--- config.mk ---
export PLATFORM = sky130hd
export DESIGN_NAME = mem_array
export DESIGN_NICKNAME = d
export VERILOG_FILES = /design/src/rtl/mem_array.sv
export SDC_FILE = /design/constraint.sdc
export NUM_CORES = 1
export LEC_CHECK = 0
export ABC_CLOCK_PERIOD_IN_PS = 3500
export CORE_MARGIN = 4
export CORE_UTILIZATION = 56
export DETAILED_ROUTE_END_ITERATION = 10
export GPL_ROUTABILITY_DRIVEN = 0
export PLACE_DENSITY = 0.82
export SETUP_SLACK_MARGIN = 0.15
export SKIP_CTS_REPAIR_TIMING = 1
export SLEW_MARGIN = 5
export SYNTH_ARGS = -nofsm -noshare
export SYNTH_HDL_FRONTEND = slang
export SYNTH_SLANG_ARGS = --single-unit
--- constraint.sdc ---
create_clock -name clk -period 3.5 [get_ports clk]
set_input_delay 0.7 -clock clk [delete_from_list [all_inputs] [get_ports clk]]
set_output_delay 0.7 -clock clk [all_outputs]
set_load 0.05 [all_outputs]
--- src/rtl/mem_array.sv ---
// rtl/mem_array.sv - parametrised single-port word memory with byte enables and init sequencer
module mem_array #(
  parameter int                DATA_W    = 32,
  parameter int                ADDR_W    = 16,
  parameter int                DEPTH     = 16,
  parameter logic [DATA_W-1:0] BOOT_WORD = DATA_W'(32'h000a0209)
) (
  input  logic                  clk,
  input  logic                  rst,
  input  logic                  req,
  input  logic                  rw,
  input  logic [ADDR_W-1:0]     addr,
  input  logic [DATA_W-1:0]     in,
  input  logic [DATA_W/8-1:0]   be,
  output logic [DATA_W-1:0]     out,
  output logic                  ready,
  output logic                  valid,
  output logic                  err,
  output logic                  busy
);

  localparam int NB    = DATA_W / 8;
  localparam int IDX_W = $clog2(DEPTH);

  typedef enum logic {INIT, IDLE} state_e;

  state_e              state_q;
  logic [IDX_W-1:0]    idx_q;
  logic [DATA_W-1:0]   mem_q [DEPTH];
  logic [DATA_W-1:0]   out_q;
  logic                valid_q, err_q, ready_q, busy_q;

  logic                accept;
  logic                in_range;
  logic [IDX_W-1:0]    word;

  assign accept   = req && ready_q;
  // Compare one bit wider so DEPTH == 2**ADDR_W is representable.
  assign in_range = {1'b0, addr} < (ADDR_W+1)'(DEPTH);
  assign word     = addr[IDX_W-1:0];

  always_ff @(posedge clk) begin
    if (!rst) begin
      state_q <= INIT;
      idx_q   <= '0;
      out_q   <= '0;
      valid_q <= 1'b0;
      err_q   <= 1'b0;
      ready_q <= 1'b0;
      busy_q  <= 1'b1;
    end else begin
      valid_q <= 1'b0;
      err_q   <= 1'b0;
      case (state_q)
        INIT: begin
          idx_q <= idx_q + IDX_W'(1);
          if (idx_q == IDX_W'(DEPTH - 1)) begin
            state_q <= IDLE;
            ready_q <= 1'b1;
            busy_q  <= 1'b0;
          end
        end
        IDLE: begin
          if (accept) begin
            valid_q <= 1'b1;
            err_q   <= !in_range;
            if (!rw) begin
              out_q <= in_range ? mem_q[word] : '0;
            end
          end
        end
        default: state_q <= INIT;
      endcase
    end
  end

  // Storage has no reset; it is cleared by the sequencer once rst is released.
  always_ff @(posedge clk) begin
    if (rst) begin
      if (state_q == INIT) begin
        mem_q[idx_q] <= (idx_q == '0) ? BOOT_WORD : '0;
      end else if (accept && rw && in_range) begin
        for (int i = 0; i < NB; i++) begin
          if (be[i]) mem_q[word][8*i +: 8] <= in[8*i +: 8];
        end
      end
    end
  end

  assign out   = out_q;
  assign valid = valid_q;
  assign err   = err_q;
  assign ready = ready_q;
  assign busy  = busy_q;

endmodule

==> out/qor.tcl, run 1 <==
set qor(switching_share) 0.203
set qor(start_kind) {input port}
set qor(grt_start_max_net_pins) 47
set qor(clock-root-buffer) {sky130_fd_sc_hd__clkbuf_16}
set qor(cts_sinks) 553
set qor(worst_setup_path_end_kind) {register}
set qor(nFillCells) 2517
set qor(dominantRegCellSynth) {sky130_fd_sc_hd__edfxtp_1}
set qor(area_growth_pct) 15.6
set qor(postSynthRegisterBits) 553
set qor(mappedNetlistNets) 1277
set qor(boundaryPins) 92
set qor(finish.cell_count_without_fillers) 1905
set qor(hold-worst-slack_ps) 448
set qor(worstSkewPairLatency_ps) 590
set qor(power_switching_mw) 2.79
set qor(routed_via_density) 6.36
set qor(final_nets) 1411
set qor(cp.required_ps) 3720
set qor(synth-edff-count) 512
set qor(detailedRoute.firstIterationViolations) 1772
set qor(rows) 71
set qor(synth.avg_cell_area_sq_um) 17.9
set qor(mostFrequentLayoutCells) {512 x sky130_fd_sc_hd__edfxtp_1, 145 x sky130_fd_sc_hd__mux2i_1, 87 x sky130_fd_sc_hd__nor2_1, 87 x sky130_fd_sc_hd__clkdlybuf4s50_1, 67 x sky130_fd_sc_hd__buf_4}
set qor(chipWidth_um) 205
set qor(placed_cells_incl_taps) 1810
set qor(lkg_pwr_nw) 8.83
set qor(drcViolationCount) 0
set qor(design.core.area_sq_um) 38000
set qor(timing.hold.worst.class) {register to register}
set qor(insertedDiodeCount) 0
set qor(start_util) 0.573
set qor(peakVddDrop_mv) 0.359
set qor(route.final.wire_length_mm) 50.4
set qor(slew_headroom) 0.313
set qor(syn_area_sq_um) 21800
set qor(multiInputGateArea_sq_um) 5080
set qor(cts-root-to-sink-buffers) 3
set qor(numCtsBuffers) 52
set qor(finalSetupViolations) 0
set qor(max_freq_mhz) 315
set qor(port_buffers) 91
set qor(setup_repair_after_global_routing_missed_its_margin) {false}
set qor(antenna_found_initial) 1
set qor(hold-path-cell-count) 1
set qor(timing.critical_path.fanout_max) 19
set qor(cts_tree) {done}
set qor(finalWorstPathRequiredPeriod_ps) 3180
set qor(criticalPathCategory) {input port to register}
set qor(skew_ps) 18.6
set qor(final_layout_size_suffix_gt1_frac) 0.159
set qor(routed-via-count) 12100
set qor(final_antenna_net_count) 0
set qor(report.final.slew_viol_count) 0
set qor(cts_clock_pin_slew_for_the_worst_setup_and_hold_paths_ps) 60
set qor(maximum_capacitance_violations) 0
set qor(grt_util_all_layers) 0.243
set qor(reg2reg_slack_ps) 630
set qor(pre_cts_slack_ps) -85.8
set qor(final-hold-violation-count) 0
set qor(post-route-period-util) 0.907
set qor(worst_r2r_path_depth) 6
set qor(cellPowerDensity_nw_per_um2) 547
set qor(grt_first_pass_wirelength_mm) 75.9
set qor(globalRouteOverflowTotal) 0
set qor(layout_setup_ws_ps) 324
set qor(power.share.combinational) 0.050
set qor(result_of_the_run) {completed}
set qor(floorplan.die_area_sq_um) 42100
set qor(routed_wire_length_per_instance_um) 26.5
set qor(worst-slew-pin-transition_ps) 1030
set qor(layout.cells.most_common) {sky130_fd_sc_hd__edfxtp_1}
set qor(ys.warnings.count) 0
set qor(seq_area_frac_synth) 0.744
set qor(finalSetupTns_ps) 0
set qor(hpwl_mm) 31.1
set qor(share_seq_of_total_power) 0.530
set qor(internal_power_mw) 11.0
set qor(async_reset_ff_frac) 0
set qor(crit_path_dat_ps) 3400
set qor(sequential_cell_area_sq_um) 16200
set qor(yosys.cell_types.count) 40
set qor(detail_route.first_pass.iterations) 6
set qor(first_global_vias) 12400
set qor(h-tree-depth) 2
set qor(syn_inst) 1219
set qor(die_y_um) 205
set qor(share_clk_of_total_power) 0.420
[cell usage after synthesis, drive strengths merged, types with 31 or more instances]
| master | count | area (sq um) |
|---|---|---|
| clkbuf | 46 | 176 |
| mux4 | 64 | 1440 |
| a211oi | 38 | 285 |
| mux2i | 145 | 1450 |
| buf | 36 | 318 |
| nor2 | 87 | 327 |
| o22ai | 38 | 238 |
| nand2 | 36 | 135 |
| dfxtp | 41 | 821 |
| edfxtp | 512 | 15400 |
| and2 | 31 | 194 |
| a21oi | 36 | 180 |
[per-stage QoR]
step	utilization	power, mW	instance area (sq um)
floorplan	-	7.82	21800
global placement	0.616	8.09	23400
detailed placement	0.616	8.11	23400
CTS	0.662	13.8	25200
global route	0.662	14.2	25200
finish	0.662	13.8	25200
[area by class of cell]
cell class / count / area share
Tap cell: 511 / 0.0254
Timing Repair Buffer: 162 / 0.0595
Inverter: 4 / 0.000596
Multi-Input combinational cell: 580 / 0.202
Clock inverter: 31 / 0.0147
Clock buffer: 64 / 0.0547
Sequential cell: 553 / 0.643
[sequential cells by signal, summed over array words and instances, names as in the netlist]
register  count
busy          1
idx_q         4
mem_q       512
ready         1
out          32
err           1
valid         1
state_q       1
[cells by family (layout without fill, tap and decap cells)]
kind of cell / Yosys count / count (layout) / share of synthesized area
adder cells (fa/ha/maj): 2 / 2 / 0.00115
buffers and inverters: 86 / 261 / 0.0234
XOR/XNOR: 3 / 3 / 0.00121
AND/OR/NAND/NOR: 187 / 187 / 0.0409
flip-flops: 553 / 553 / 0.744
AO/OA/AOI/OAI: 179 / 179 / 0.0570
multiplexers: 209 / 209 / 0.133
[final timing paths]
path,end,startpoint
worst max register to register,mem_q[12][18],ready
worst min register to register,out[0],out[0]
worst min-delay path,out[0],out[0]
worst max-delay path,mem_q[12][18],addr[6]
[power by group through the flow]
stage / registers [mW] / logic, mW / clock network (mW)
global placement: 7.43 / 0.666 / 0
CTS: 7.29 / 0.687 / 5.85
floorplan: 7.41 / 0.403 / 0
detailed placement: 7.43 / 0.681 / 0
finish: 7.29 / 0.694 / 5.79
global route: 7.29 / 0.729 / 6.14
[critical path, cell delays in order]
cell                              delay, ps
sky130_fd_sc_hd__clkdlybuf4s50_1        410
sky130_fd_sc_hd__nor4_2                 330
sky130_fd_sc_hd__nand3_1                190
sky130_fd_sc_hd__nor3_4                 270
sky130_fd_sc_hd__buf_12                 200
sky130_fd_sc_hd__mux2i_1                800
sky130_fd_sc_hd__nor2_1                 470
[metal layers]
layer	routed length, um	vias to the layer above	global-route usage
li1	-	5137	-
met1	18500	6052	0.336
met2	24600	748	0.389
met3	5250	169	0.0430
met4	2080	2	0.101
met5	15	-	0
Note: power is estimated with default switching activity, not from simulation.
==> run 2, diff against run 1 <==
--- a/config.mk
+++ b/config.mk
@@ -5,7 +5,6 @@
 export SDC_FILE = /design/constraint.sdc
 export NUM_CORES = 1
 export LEC_CHECK = 0
-export ABC_CLOCK_PERIOD_IN_PS = 3500
 export CORE_MARGIN = 4
 export CORE_UTILIZATION = 56
 export DETAILED_ROUTE_END_ITERATION = 10
==> constraint.sdc (replaced) <==
create_clock -name clk -period 3.6 [get_ports clk]
set_input_delay 0.72 -clock clk [delete_from_list [all_inputs] [get_ports clk]]
set_output_delay 0.72 -clock clk [all_outputs]
set_load 0.05 [all_outputs]
==> out/qor.tcl, run 2 (synthesized netlist as in run 1, its figures left out) <==
set qor(result_of_the_run) {completed} ;# unchanged
set qor(die_y_um) 205 ;# unchanged
set qor(clock-root-buffer) {sky130_fd_sc_hd__clkbuf_16} ;# unchanged
set qor(start_util) 0.573 ;# unchanged
set qor(antenna_found_initial) 1 ;# unchanged
set qor(final_nets) 1393 ;# was 1411
set qor(post-route-period-util) 0.847
set qor(cts_sinks) 553 ;# unchanged
set qor(max_freq_mhz) 328
set qor(layout_setup_ws_ps) 549 ;# was 324 ps
set qor(worst_r2r_path_depth) 6 ;# unchanged
set qor(globalRouteOverflowTotal) 0 ;# unchanged
set qor(reg2reg_slack_ps) 850 ;# was 630 ps
set qor(dpl-instance-area_sq_um) 23300 ;# was 23400 sq um
set qor(grt_util_all_layers) 0.237 ;# was 0.243
set qor(report.power.total_mw) 13.0 ;# was 13.8 mW
set qor(final_antenna_net_count) 0 ;# unchanged
set qor(critical_path.max_stage_delay_ps) 900 ;# was 800 ps
set qor(sequential_cell_area_sq_um) 16200 ;# unchanged
set qor(boundaryPins) 92 ;# unchanged
set qor(reg2reg_to) {mem_q[15][19]} ;# was mem_q[12][18]
set qor(insertedDiodeCount) 0 ;# unchanged
set qor(crit_path_dat_ps) 3250 ;# was 3400 ps
set qor(detail_route.first_pass.iterations) 5 ;# was 6
set qor(design.core.area_sq_um) 38000 ;# unchanged
set qor(layout.cells.most_common) {sky130_fd_sc_hd__edfxtp_1} ;# unchanged
set qor(peakVddDrop_mv) 0.368 ;# was 0.359 mV
set qor(hold-path-cell-count) 2 ;# was 1
set qor(finalSetupViolations) 0 ;# unchanged
set qor(area_growth_pct) 14.4 ;# was 15.6%
set qor(final-hold-violation-count) 0 ;# unchanged
set qor(timing.critical_path.depth) 7 ;# unchanged
set qor(maximum_capacitance_violations) 0 ;# unchanged
set qor(timing.critical_path.slowest_stage_cell) {sky130_fd_sc_hd__nor2_1} ;# was sky130_fd_sc_hd__mux2i_1
set qor(worst_setup_path_end_kind) {register} ;# unchanged
set qor(numCtsBuffers) 50 ;# was 52
set qor(top_register) {mem_q} ;# unchanged
set qor(detailedRoute.firstIterationViolations) 1413 ;# was 1772
set qor(worst_r2r_startpoint) {ready} ;# unchanged
set qor(worstPathCellList) {clkdlybuf4s50_1 > nor4_2 > nand3_1 > nor3_4 > buf_12 > mux2i_1 > nor2_1} ;# unchanged
set qor(worstSkewPairLatency_ps) 590 ;# about the same
set qor(cts_tree) {done} ;# unchanged
set qor(cts-root-to-sink-buffers) 3 ;# unchanged
set qor(routed_via_density) 6.27 ;# was 6.36
set qor(grt_start_max_net_pins) 57 ;# was 47
set qor(port_buffers) 91 ;# unchanged
set qor(floorplan.die_area_sq_um) 42100 ;# unchanged
set qor(critPathBufInv) 2 ;# unchanged
set qor(finish.cell_count_without_fillers) 1888 ;# was 1905
set qor(pre_cts_slack_ps) -5.18 ;# was -85.8 ps
set qor(largest_register_ffs) 512 ;# unchanged
set qor(setup_repair_after_global_routing_missed_its_margin) {false} ;# unchanged
set qor(hold_end) {out[3]} ;# was out[0]
set qor(final_layout_size_suffix_gt1_frac) 0.145 ;# was 0.159
set qor(h-tree-depth) 2 ;# unchanged
set qor(report.final.slew_viol_count) 0 ;# unchanged
set qor(cts_clock_pin_slew_for_the_worst_setup_and_hold_paths_ps) 60 ;# about the same
set qor(first_global_vias) 11800 ;# was 12400
set qor(chipWidth_um) 205 ;# unchanged
set qor(routed-via-count) 11800 ;# was 12100
set qor(routed_wire_length_per_instance_um) 26.4 ;# was 26.5 um
set qor(critPathTopFamily) {simple AND/OR/NAND/NOR gates} ;# unchanged
set qor(finalWorstPathRequiredPeriod_ps) 3050
set qor(timing.hold.worst.start) {out[3]} ;# was out[0]
set qor(hpwl_mm) 30.3 ;# was 31.1 mm
set qor(multiInputGateArea_sq_um) 5080 ;# unchanged
set qor(cp.required_ps) 3800 ;# was 3720 ps
set qor(start_kind) {input port} ;# unchanged
set qor(skew_ps) 21.4 ;# was 18.6 ps
set qor(final_cell_area_sq_um) 24900 ;# was 25200 sq um
set qor(timing.hold.worst.class) {register to register} ;# unchanged
set qor(lkg_pwr_nw) 8.68 ;# was 8.83 nW
set qor(mostFrequentLayoutCells) {512 x sky130_fd_sc_hd__edfxtp_1, 145 x sky130_fd_sc_hd__mux2i_1, 87 x sky130_fd_sc_hd__nor2_1, 87 x sky130_fd_sc_hd__clkdlybuf4s50_1, 64 x sky130_fd_sc_hd__mux4_2} ;# was 512 x sky130_fd_sc_hd__edfxtp_1, 145 x sky130_fd_sc_hd__mux2i_1, 87 x sky130_fd_sc_hd__nor2_1, 87 x sky130_fd_sc_hd__clkdlybuf4s50_1, 67 x sky130_fd_sc_hd__buf_4
set qor(slew_headroom) 0.199 ;# was 0.313
set qor(worst-slew-pin-transition_ps) 1200 ;# was 1030 ps
set qor(criticalPathCategory) {input port to register} ;# unchanged
set qor(placed_cells_incl_taps) 1794 ;# was 1810
set qor(cp-startpoint) {addr[6]} ;# unchanged
set qor(route.final.wire_length_mm) 49.8 ;# was 50.4 mm
set qor(cellPowerDensity_nw_per_um2) 522 ;# was 547 nW/um^2
set qor(grt_first_pass_wirelength_mm) 74.0 ;# was 75.9 mm
set qor(nFillCells) 2537 ;# was 2517
set qor(drcViolationCount) 0 ;# unchanged
set qor(rows) 71 ;# unchanged
set qor(timing.critical_path.fanout_max) 15 ;# was 19
-- run 2: layer usage --
layer  GRT usage  part of all wire
met2       0.393              0.50
met4      0.0703             0.027
met3      0.0534             0.092
met5           0                 0
met1       0.321              0.38
-- run 2: worst max-delay path by stage --
stage	end	slack, ps
after floorplan	mem_q[14][10]	1040
after global placement	mem_q[15][10]	30
after detailed placement	mem_q[15][10]	-5
after CTS	mem_q[15][19]	580
after global routing	mem_q[15][19]	430
final	mem_q[15][19]	550
-- run 2: power breakdown --
group / internal, mW / switching, mW / leakage, nW
Clock: 3.03 / 2.27 / 0.798
Sequential: 7.06 / 0.0278 / 5.39
Combinational: 0.241 / 0.389 / 2.49
Total: 10.3 / 2.69 / 8.68
-- run 2: per-stage QoR --
step / utilization / hold slack (ps) / setup TNS, ps
6_report: 0.655 / 451 / 0
3_3_place_gp: 0.612 / 438 / 0
2_1_floorplan: - / 609 / 0
5_1_grt: 0.655 / 476 / 0
3_5_place_dp: 0.612 / 444 / -56.4
4_1_cts: 0.655 / 458 / 0
-- run 2: area by class of cell --
type	instances	area share
sequential	553	0.650
multi-input combinational	580	0.204
clock buffer	67	0.0566
timing repair buffer	146	0.0543
tap	511	0.0257
clock inverter	27	0.00884
inverter	4	0.000603
-- run 2: worst register-to-register path, delay by kind of cell (launching register included) --
kind	cells	cell delay [ps]
and+or+nand+nor	4	1540
DFF	1	390
muxes	1	250
buffers and inverters	1	190
